## config.mk

```make
export PLATFORM = sky130hd
export DESIGN_NAME = uart_tx_arbiter
export DESIGN_NICKNAME = d
export VERILOG_FILES = /design/src/rtl/uart_tx_arbiter.sv
export SDC_FILE = /design/constraint.sdc
export NUM_CORES = 1
export LEC_CHECK = 0
export ABC_CLOCK_PERIOD_IN_PS = 3600
export BUFFER_PORTS_ARGS = -buffer_cell sky130_fd_sc_hd__buf_2
export CORE_ASPECT_RATIO = 0.8
export CORE_MARGIN = 5
export CORE_UTILIZATION = 29
export DETAILED_ROUTE_END_ITERATION = 16
export PLACE_DENSITY = 0.42
export SLEW_MARGIN = 10
export SYNTH_ARGS = -nofsm -noshare
export SYNTH_HDL_FRONTEND = slang
export SYNTH_SLANG_ARGS = --single-unit
```

## constraint.sdc

```tcl
create_clock -name clk -period 3.6 [get_ports clk]
set_input_delay 1.08 -clock clk [delete_from_list [all_inputs] [get_ports clk]]
set_output_delay 1.08 -clock clk [all_outputs]
set_load 0.02 [all_outputs]
```

## src/rtl/uart_tx_arbiter.sv

```systemverilog
// Shares one UART transmitter between the local switch byte source and the
// receiver echo path: two small FIFOs, round-robin grant, start/busy handshake with retry.
module uart_tx_arbiter #(
  parameter int DEPTH       = 4,
  parameter int ACK_TIMEOUT = 16
) (
  input  logic       clk,
  input  logic       reset,
  input  logic       loc_valid,
  input  logic [7:0] loc_data,
  output logic       loc_ready,
  input  logic       rx_valid,
  input  logic [7:0] rx_data,
  input  logic       tx_busy,
  output logic       tx_start,
  output logic [7:0] tx_data,
  output logic       last_grant,
  output logic [7:0] drop_count,
  output logic [1:0] fsm_state
);

  localparam int PW = $clog2(DEPTH);
  localparam int CW = $clog2(DEPTH) + 1;
  localparam logic [CW-1:0] FULL    = CW'(DEPTH);
  localparam logic [PW-1:0] PTR_ONE = PW'(1);
  localparam logic [7:0]    TO_LAST = 8'(ACK_TIMEOUT);

  typedef enum logic [1:0] {
    S_IDLE      = 2'd0,
    S_START     = 2'd1,
    S_WAIT_ACK  = 2'd2,
    S_WAIT_DONE = 2'd3
  } state_t;

  state_t        state;
  logic [7:0]    to_cnt;

  logic [7:0]    loc_mem [DEPTH];
  logic [7:0]    ech_mem [DEPTH];
  logic [PW-1:0] loc_wr, loc_rd, ech_wr, ech_rd;
  logic [CW-1:0] loc_count, ech_count;

  logic loc_push, ech_push, loc_pop, ech_pop;
  logic loc_ne, ech_ne, ech_full;
  logic grant, grant_ech;

  // Fullness is judged on the registered count only, so a pop in the same
  // cycle never frees a slot for a simultaneous push.
  assign loc_ready = (loc_count != FULL);
  assign ech_full  = (ech_count == FULL);
  assign loc_push  = loc_valid && loc_ready;
  assign ech_push  = rx_valid && !ech_full;
  assign loc_ne    = (loc_count != '0);
  assign ech_ne    = (ech_count != '0);

  // No grant while the transmitter is still busy with a previous frame.
  assign grant     = (state == S_IDLE) && !tx_busy && (loc_ne || ech_ne);
  assign grant_ech = ech_ne && (!loc_ne || !last_grant);
  assign loc_pop   = grant && !grant_ech;
  assign ech_pop   = grant && grant_ech;

  assign fsm_state = state;

  always_ff @(posedge clk) begin
    if (loc_push) loc_mem[loc_wr] <= loc_data;
    if (ech_push) ech_mem[ech_wr] <= rx_data;
  end

  always_ff @(posedge clk) begin
    if (reset) begin
      loc_wr     <= '0;
      loc_rd     <= '0;
      loc_count  <= '0;
      ech_wr     <= '0;
      ech_rd     <= '0;
      ech_count  <= '0;
      drop_count <= 8'h00;
      state      <= S_IDLE;
      to_cnt     <= 8'h00;
      tx_start   <= 1'b0;
      tx_data    <= 8'h00;
      last_grant <= 1'b1;
    end else begin
      if (loc_push) loc_wr <= loc_wr + PTR_ONE;
      if (loc_pop)  loc_rd <= loc_rd + PTR_ONE;
      loc_count <= loc_count + CW'(loc_push) - CW'(loc_pop);

      if (ech_push) ech_wr <= ech_wr + PTR_ONE;
      if (ech_pop)  ech_rd <= ech_rd + PTR_ONE;
      ech_count <= ech_count + CW'(ech_push) - CW'(ech_pop);

      if (rx_valid && ech_full && drop_count != 8'hFF)
        drop_count <= drop_count + 8'd1;

      tx_start <= 1'b0;
      case (state)
        S_IDLE: begin
          if (grant) begin
            tx_data    <= grant_ech ? ech_mem[ech_rd] : loc_mem[loc_rd];
            last_grant <= grant_ech;
            tx_start   <= 1'b1;
            state      <= S_START;
          end
        end
        S_START: begin
          to_cnt <= 8'h00;
          state  <= S_WAIT_ACK;
        end
        S_WAIT_ACK: begin
          if (tx_busy) begin
            state <= S_WAIT_DONE;
          end else if (to_cnt + 8'd1 == TO_LAST) begin
            // Re-issue the same byte; tx_data is left untouched.
            tx_start <= 1'b1;
            state    <= S_START;
          end else begin
            to_cnt <= to_cnt + 8'd1;
          end
        end
        S_WAIT_DONE: begin
          if (!tx_busy) state <= S_IDLE;
        end
        default: state <= S_IDLE;
      endcase
    end
  end

endmodule

```

==> results of run 1 <==
==> area by class of cell <==
class                   count  area (µm²)
clock buffers              12         236
flip-flops and latches    110        2840
multi-input cells         196        1590
fillers                  1487        9920
well taps                 210         263
clock inverters             4        26.3
inverters                  14        52.6
repair buffers             45         235
==> power breakdown <==
group	total [mW]	leakage, nW	switching, mW	internal [mW]
clock	0.899	0.116	0.431	0.468
sequential	1.71	0.961	0.178	1.53
combinational	0.876	0.763	0.468	0.408
==> state kept, by name, indices dropped and copies added, names as in the netlist, 3 cells and up, named ones only <==
register    cells
ech_count       3
loc_count       3
drop_count      8
loc_mem        32
tx_data         8
to_cnt          8
ech_mem        32
==> logic make-up (layout without fill, tap and decap cells) <==
| kind of cell | Yosys count | count (layout) | share of synthesized area, % |
|---|---|---|---|
| multiplexers | 17 | 17 | 8.17 |
| AO/OA/AOI/OAI | 45 | 45 | 7.59 |
| flip-flops | 110 | 110 | 62.7 |
| AND/OR/NAND/NOR | 102 | 102 | 11.3 |
| XOR/XNOR | 16 | 16 | 3.09 |
| adder cells (fa/ha/maj) | 16 | 16 | 4.75 |
| buffers and inverters | 27 | 75 | 2.32 |
==> routing by layer <==
metal,part of all wire [%],track usage [%]
met1,48,14.5
met2,44,15.4
met3,6.5,3.98
met4,0.98,2.57
met5,0,0
==> final timing paths <==
check / to / startpoint / cells after the start
hold / removal: drop_count[1] / drop_count[1] / 2
setup / recovery: ech_count[2] / tx_busy / 11
hold reg to reg: drop_count[1] / drop_count[1] / 2
setup reg to reg: ech_count[2] / loc_count[1] / 10
==> worst max-delay path, delay by kind of cell <==
kind / cells / cell delay [ns]
fa+ha+maj: 3 / 0.78
compound gates: 1 / 0.28
buf+inv: 3 / 0.25
simple gates: 2 / 0.39
xor+xnor: 2 / 0.30
==> metrics by stage <==
step           utilization (%)  total power, mW  std cells  setup WS [ns]  hold WS [ns]
2_1_floorplan                -             2.35        333          0.493         0.466
6_report                  34.6             3.49        591          0.735         0.503
3_3_place_gp              32.9             2.62        575          0.383         0.485
5_1_grt                   34.6             3.72        591          0.587         0.538
3_5_place_dp              32.9             2.63        575          0.341         0.494
4_1_cts                   34.6             3.56        591          0.718         0.508
==> cell usage in the layout (no fill, tap or decap), drive strengths merged, types with 4 or more instances in the layout <==
master and instances:
xor2 6, and2 6, nand3 6, and3 5
a222oi 8, or3 6, buf 45, xnor2 10
nor3 10, o211ai 4, nor2b 4, mux4 16
nor2 33, clkbuf 12, inv 14, ha 14
nand2 19, a21oi 9, dfxtp 46, nand4 4
o21ai 6, edfxtp 64
==> run metrics, run 1 <==
DR iter-0 viols=198; Final setup viols=0; Post-Syn Area=4530 µm²; cell count after synthesis=333; commonest cells in the netlist=sky130_fd_sc_hd__edfxtp_1, sky130_fd_sc_hd__dfxtp_1, sky130_fd_sc_hd__nor2_1, sky130_fd_sc_hd__nand2_1, sky130_fd_sc_hd__mux4_2; drt wl/cell=15.3 µm; total negative slack=0 ns; most common cell in the synthesized netlist=sky130_fd_sc_hd__edfxtp_1; required time at the worst-slack endpoint=3.81 ns; Max stage delay cell, worst path=sky130_fd_sc_hd__fa_1; Via-to-Cell Ratio=4.55; fraction of synthesized cell area taken by the top area cell type=42.4%; final max-slew violation count=0; capturing element type of the critical path=flop; First-pass DRT Iterations=4; die height=122 µm; Mapped Avg Cell Area=13.6 µm²; antenna violations before repair=0; maximum number of pins on one net before global-route repair=29; setup slack of the most critical reg-to-reg path=1.08 ns; initial cell density of the core=29.9%; Slew headroom=25.7%; min Tclk post-route=2.87 ns; post-synthesis async set-or-reset flop share=0%; overflow left after global routing=0; number of enable-type register cells in the synthesized netlist=64; Syn Nets=370; global-route wire length before repair=14.5 mm; CORE AREA=15200 µm²; count of nets after finishing=413; flops & latches, synth=110; ratio of final minimum period to clock period=79.6%; number of gates resized after cts=0; total track usage=10.5%; CTS tree=built; Die Wd=150 µm; final hold violation count=0; Die ar.=18200 µm²; H-Tree Depth=3; total power per unit cell area=664 nW/µm²; type of the worst setup path=in2reg; top fanout value on the critical path=8; final std cell area, no fill=5250 µm²; Layout area overhead=15.8%; Final Routed Wirelength=9.07 mm; Max VDD drop=0.000228 V; clock-pin slew on the worst setup and hold paths=0.07 ns; count of cell types in the netlist=48; half-perimeter wire length after placement=6.31 mm; top cells by area in the synthesized netlist=sky130_fd_sc_hd__edfxtp_1, sky130_fd_sc_hd__dfxtp_1, sky130_fd_sc_hd__mux4_2, sky130_fd_sc_hd__ha_1, sky130_fd_sc_hd__nor2_1; Peak Freq=349 MHz; clock sink count=110; Core Rows=40; total setup buffers inserted after CTS=0; vias in the first global route=2593; worst hold-check path type=reg2reg; CTS Root Buffer Type=sky130_fd_sc_hd__clkbuf_16; hold-fix buffer count after cts=0; weighted congestion at the end of routability-driven global placement=0.719; Worst Setup Start Kind=input port; part of the Yosys area used for sequential elements=62.7%; Yosys warning total=0; number of routed nets with antenna violations=0; count of input and output buffers=41; crit-path max cell delay=0.37 ns; IO Count=42; number of buffers on the longest clock path=2; RSZ-0062 raised after global routing=false; Worst-Skew Late Latency=0.34 ns; detailed-route via count=2688; cell taking the most area after synthesis=sky130_fd_sc_hd__edfxtp_1; total CTS buffers=9; critical path cell sequence=buf_2 > or3_1 > a211oi_1 > ha_1 > inv_1 > ha_1 > inv_1 > fa_1 > xor2_1 > xnor2_1 > nor2_1; Post-synth top flop=sky130_fd_sc_hd__edfxtp_1; fraction of layout instances using a drive strength above 1=21.3%; Final Skew=0.00472 ns; Data arrival, critical path=3.08 ns; status=finished clean; Post-Place Cell Area=4980 µm²; max-cap violation count=0; count of inserted antenna diode cells=0; total leakage power=1.84 nW; Residual DRC=0; measured slew at the worst slew-check pin=1.10 ns
No activity file was read; power rests on OpenSTA's default activity.
==> inputs of run 2 (changes only) <==
Settings changed: ABC_CLOCK_PERIOD_IN_PS 3600 to 2350, PLACE_DENSITY 0.42 to 0.43.
Clock period 3.6 ns to 2.35 ns, I/O delays scaled along.
==> run metrics, run 2 (synthesis gave the netlist of run 1 again) <==
number of buffers and inverters on the critical path=3 (unchanged); final max-slew violation count=0 (unchanged); Die ar.=18200 µm² (unchanged); Data arrival, critical path=2.52 ns (-0.56 ns); CTS Root Buffer Type=sky130_fd_sc_hd__clkbuf_16; NetSw=1.80 mW (+67%); number of routed nets with antenna violations=0 (unchanged); most common cell after layout, fill and taps aside=sky130_fd_sc_hd__edfxtp_1; share of total power in the clock network=28.5% (+2.7 points); power share of the sequential group=42.7% (-6.4 points); half-perimeter wire length after placement=6.54 mm (+3.6%); top fanout value on the critical path=2 (-6); overflow left after global routing=0 (unchanged); Final Routed Wirelength=9.23 mm (+1.7%); vias in the first global route=2780 (+7.2%); stages on the worst setup path=11 (unchanged); detailed-route via count=2789 (+3.8%); max-cap violation count=0 (unchanged); Residual DRC=0 (unchanged); crit-path max cell delay=0.35 ns (-0.02 ns); Max stage delay cell, worst path=sky130_fd_sc_hd__or3_4; internal cell power=4.12 mW (+71%); Core Rows=40 (unchanged); Post-Place Cell Area=5190 µm² (+4.0%); switching power share of the total=30.4% (-0.44 points); Layout area overhead=22.2%; Worst-Skew Late Latency=0.35 ns (about the same); portion of total power attributed to combinational logic=28.8% (+3.7 points); total CTS buffers=9 (unchanged); initial cell density of the core=29.9% (unchanged); measured slew at the worst slew-check pin=1.10 ns (+0.00223 ns); number of buffers on the longest clock path=2 (unchanged); count of nets after finishing=433 (+4.8%); global-route wire length before repair=15.3 mm (+5.2%); RSZ-0062 raised after global routing=true; sum of internal, switching and leakage power=5.92 mW (+70%); weighted congestion at the end of routability-driven global placement=0.731 (+1.7%); cell count of the worst hold path=1 (-1); Largest regs=ech_mem (32), loc_mem (32); final hold violation count=0 (unchanged); Final setup viols=0 (unchanged); CORE AREA=15200 µm² (unchanged); Die Wd=150 µm (unchanged); status=finished clean; clock sink count=110 (unchanged); First-pass DRT Iterations=4 (unchanged); ratio of final minimum period to clock period=97.4%; crit-path leading delay family=adder cells; Worst Setup Start Kind=input port; Peak Freq=437 MHz; Max VDD drop=0.000561 V (+150%); total track usage=11.0% (+0.50 points); final std cell area, no fill=5540 µm² (+5.6%); critical path cell sequence=buf_2 > or3_4 > a211oi_4 > ha_4 > inv_2 > ha_4 > inv_2 > fa_2 > xor2_1 > xnor2_1 > nor2_1; capturing element type of the critical path=flop; Finished Layout Cells=611 (+3.4%); Final Skew=0.0107 ns (+0.00596 ns); worst hold-check path type=reg2reg; maximum number of pins on one net before global-route repair=30 (+3.4%); IO Count=42 (unchanged); Inst Count DP=595 (+3.5%); type of the worst setup path=in2reg; Via-to-Cell Ratio=4.56 (+0.36%); number of cell instances on the worst register-to-register path=10 (unchanged); total leakage power=1.99 nW (+8.1%); drt wl/cell=15.1 µm (-1.6%); die height=122 µm (unchanged); min Tclk post-route=2.29 ns; Slew headroom=25.6% (-0.15 points); CTS tree=built; required time at the worst-slack endpoint=2.58 ns (-1.23 ns); fraction of layout instances using a drive strength above 1=28.9% (+7.7 points); H-Tree Depth=3 (unchanged); total setup buffers inserted after CTS=0 (unchanged); count of inserted antenna diode cells=0 (unchanged); total power per unit cell area=1070 nW/µm² (+61%); antenna violations before repair=0 (unchanged); most used cells in the layout excluding fill and tap cells=sky130_fd_sc_hd__edfxtp_1, sky130_fd_sc_hd__dfxtp_1, sky130_fd_sc_hd__buf_2, sky130_fd_sc_hd__nor2_1, sky130_fd_sc_hd__buf_4; count of input and output buffers=41 (unchanged); DR iter-0 viols=173 (-13%); clock-pin slew on the worst setup and hold paths=0.08 ns (about the same)
==> run 2: cell types whose count changed in the layout (fill, tap and decap cells not counted), sizes merged <==
cell | before | now
buf | 45 | 65
bufinv | 0 | 2
clkbuf | 12 | 9
clkinvlp | 3 | 1
inv | 14 | 17
==> run 2: worst register-to-register path, stage by stage (launching register included) <==
cell                       delay [ns]
sky130_fd_sc_hd__dfxtp_1         0.31
sky130_fd_sc_hd__or3_4           0.43
sky130_fd_sc_hd__a211oi_4        0.27
sky130_fd_sc_hd__ha_4            0.24
sky130_fd_sc_hd__inv_2           0.06
sky130_fd_sc_hd__ha_4            0.12
sky130_fd_sc_hd__inv_2           0.03
sky130_fd_sc_hd__fa_2            0.32
sky130_fd_sc_hd__xor2_1          0.16
sky130_fd_sc_hd__xnor2_1         0.15
sky130_fd_sc_hd__nor2_1          0.05
==> run 2: metrics by stage <==
stage          util (%)  TNS (ns)  hold WS (ns)  setup slack, ns
3_5_place_dp       34.2     -1.03         0.498           -0.382
2_1_floorplan         -    -0.443         0.466           -0.268
4_1_cts            36.5         0         0.510          0.00890
6_report           36.5         0         0.505           0.0605
3_3_place_gp       34.2    -0.885         0.486           -0.346
5_1_grt            36.5   -0.0288         0.529          -0.0288
==> run 2: power by group through the flow <==
stage / clock network (mW) / logic [mW] / registers, mW
6_report: 1.68 / 1.71 / 2.53
5_1_grt: 1.83 / 1.90 / 2.57
4_1_cts: 1.74 / 1.75 / 2.54
3_5_place_dp: 0 / 1.71 / 2.58
3_3_place_gp: 0 / 1.68 / 2.58
2_1_floorplan: 0 / 1.06 / 2.62
==> run 2: worst paths after layout <==
kind / slack (ns) / start / to
max: 0.06 / tx_busy / ech_count[2]
min reg2reg: 0.50 / to_cnt[7] / to_cnt[7]
min: 0.50 / to_cnt[7] / to_cnt[7]
max reg2reg: 0.10 / loc_count[1] / ech_count[2]
==> run 2: area by class of cell <==
cell class,count,area [µm²]
fill,1462,9630
sequential,110,2840
multi-input combinational,196,1660
timing repair buffer,65,385
tap,210,263
clock buffer,9,225
clock inverter,7,113
inverter,14,52.6
==> run 2: metal layers <==
| layer | share of wire, % | track usage, % | routed length, µm |
|---|---|---|---|
| met1 | 48 | 15.1 | 4450 |
| met2 | 46 | 16.8 | 4200 |
| met3 | 5.2 | 3.57 | 478 |
| met4 | 1.0 | 2.74 | 95 |
| met5 | 0 | 0 | 0 |
==> run 2: timing repair <==
action                                 in CTS  in global routing
cloned                                      0                  0
gates resized for setup                     2                  1
pin swaps                                   1                  2
setup endpoints to repair                   1                  2
endpoints found under the hold margin       0                  0
hold buffers                                0                  0
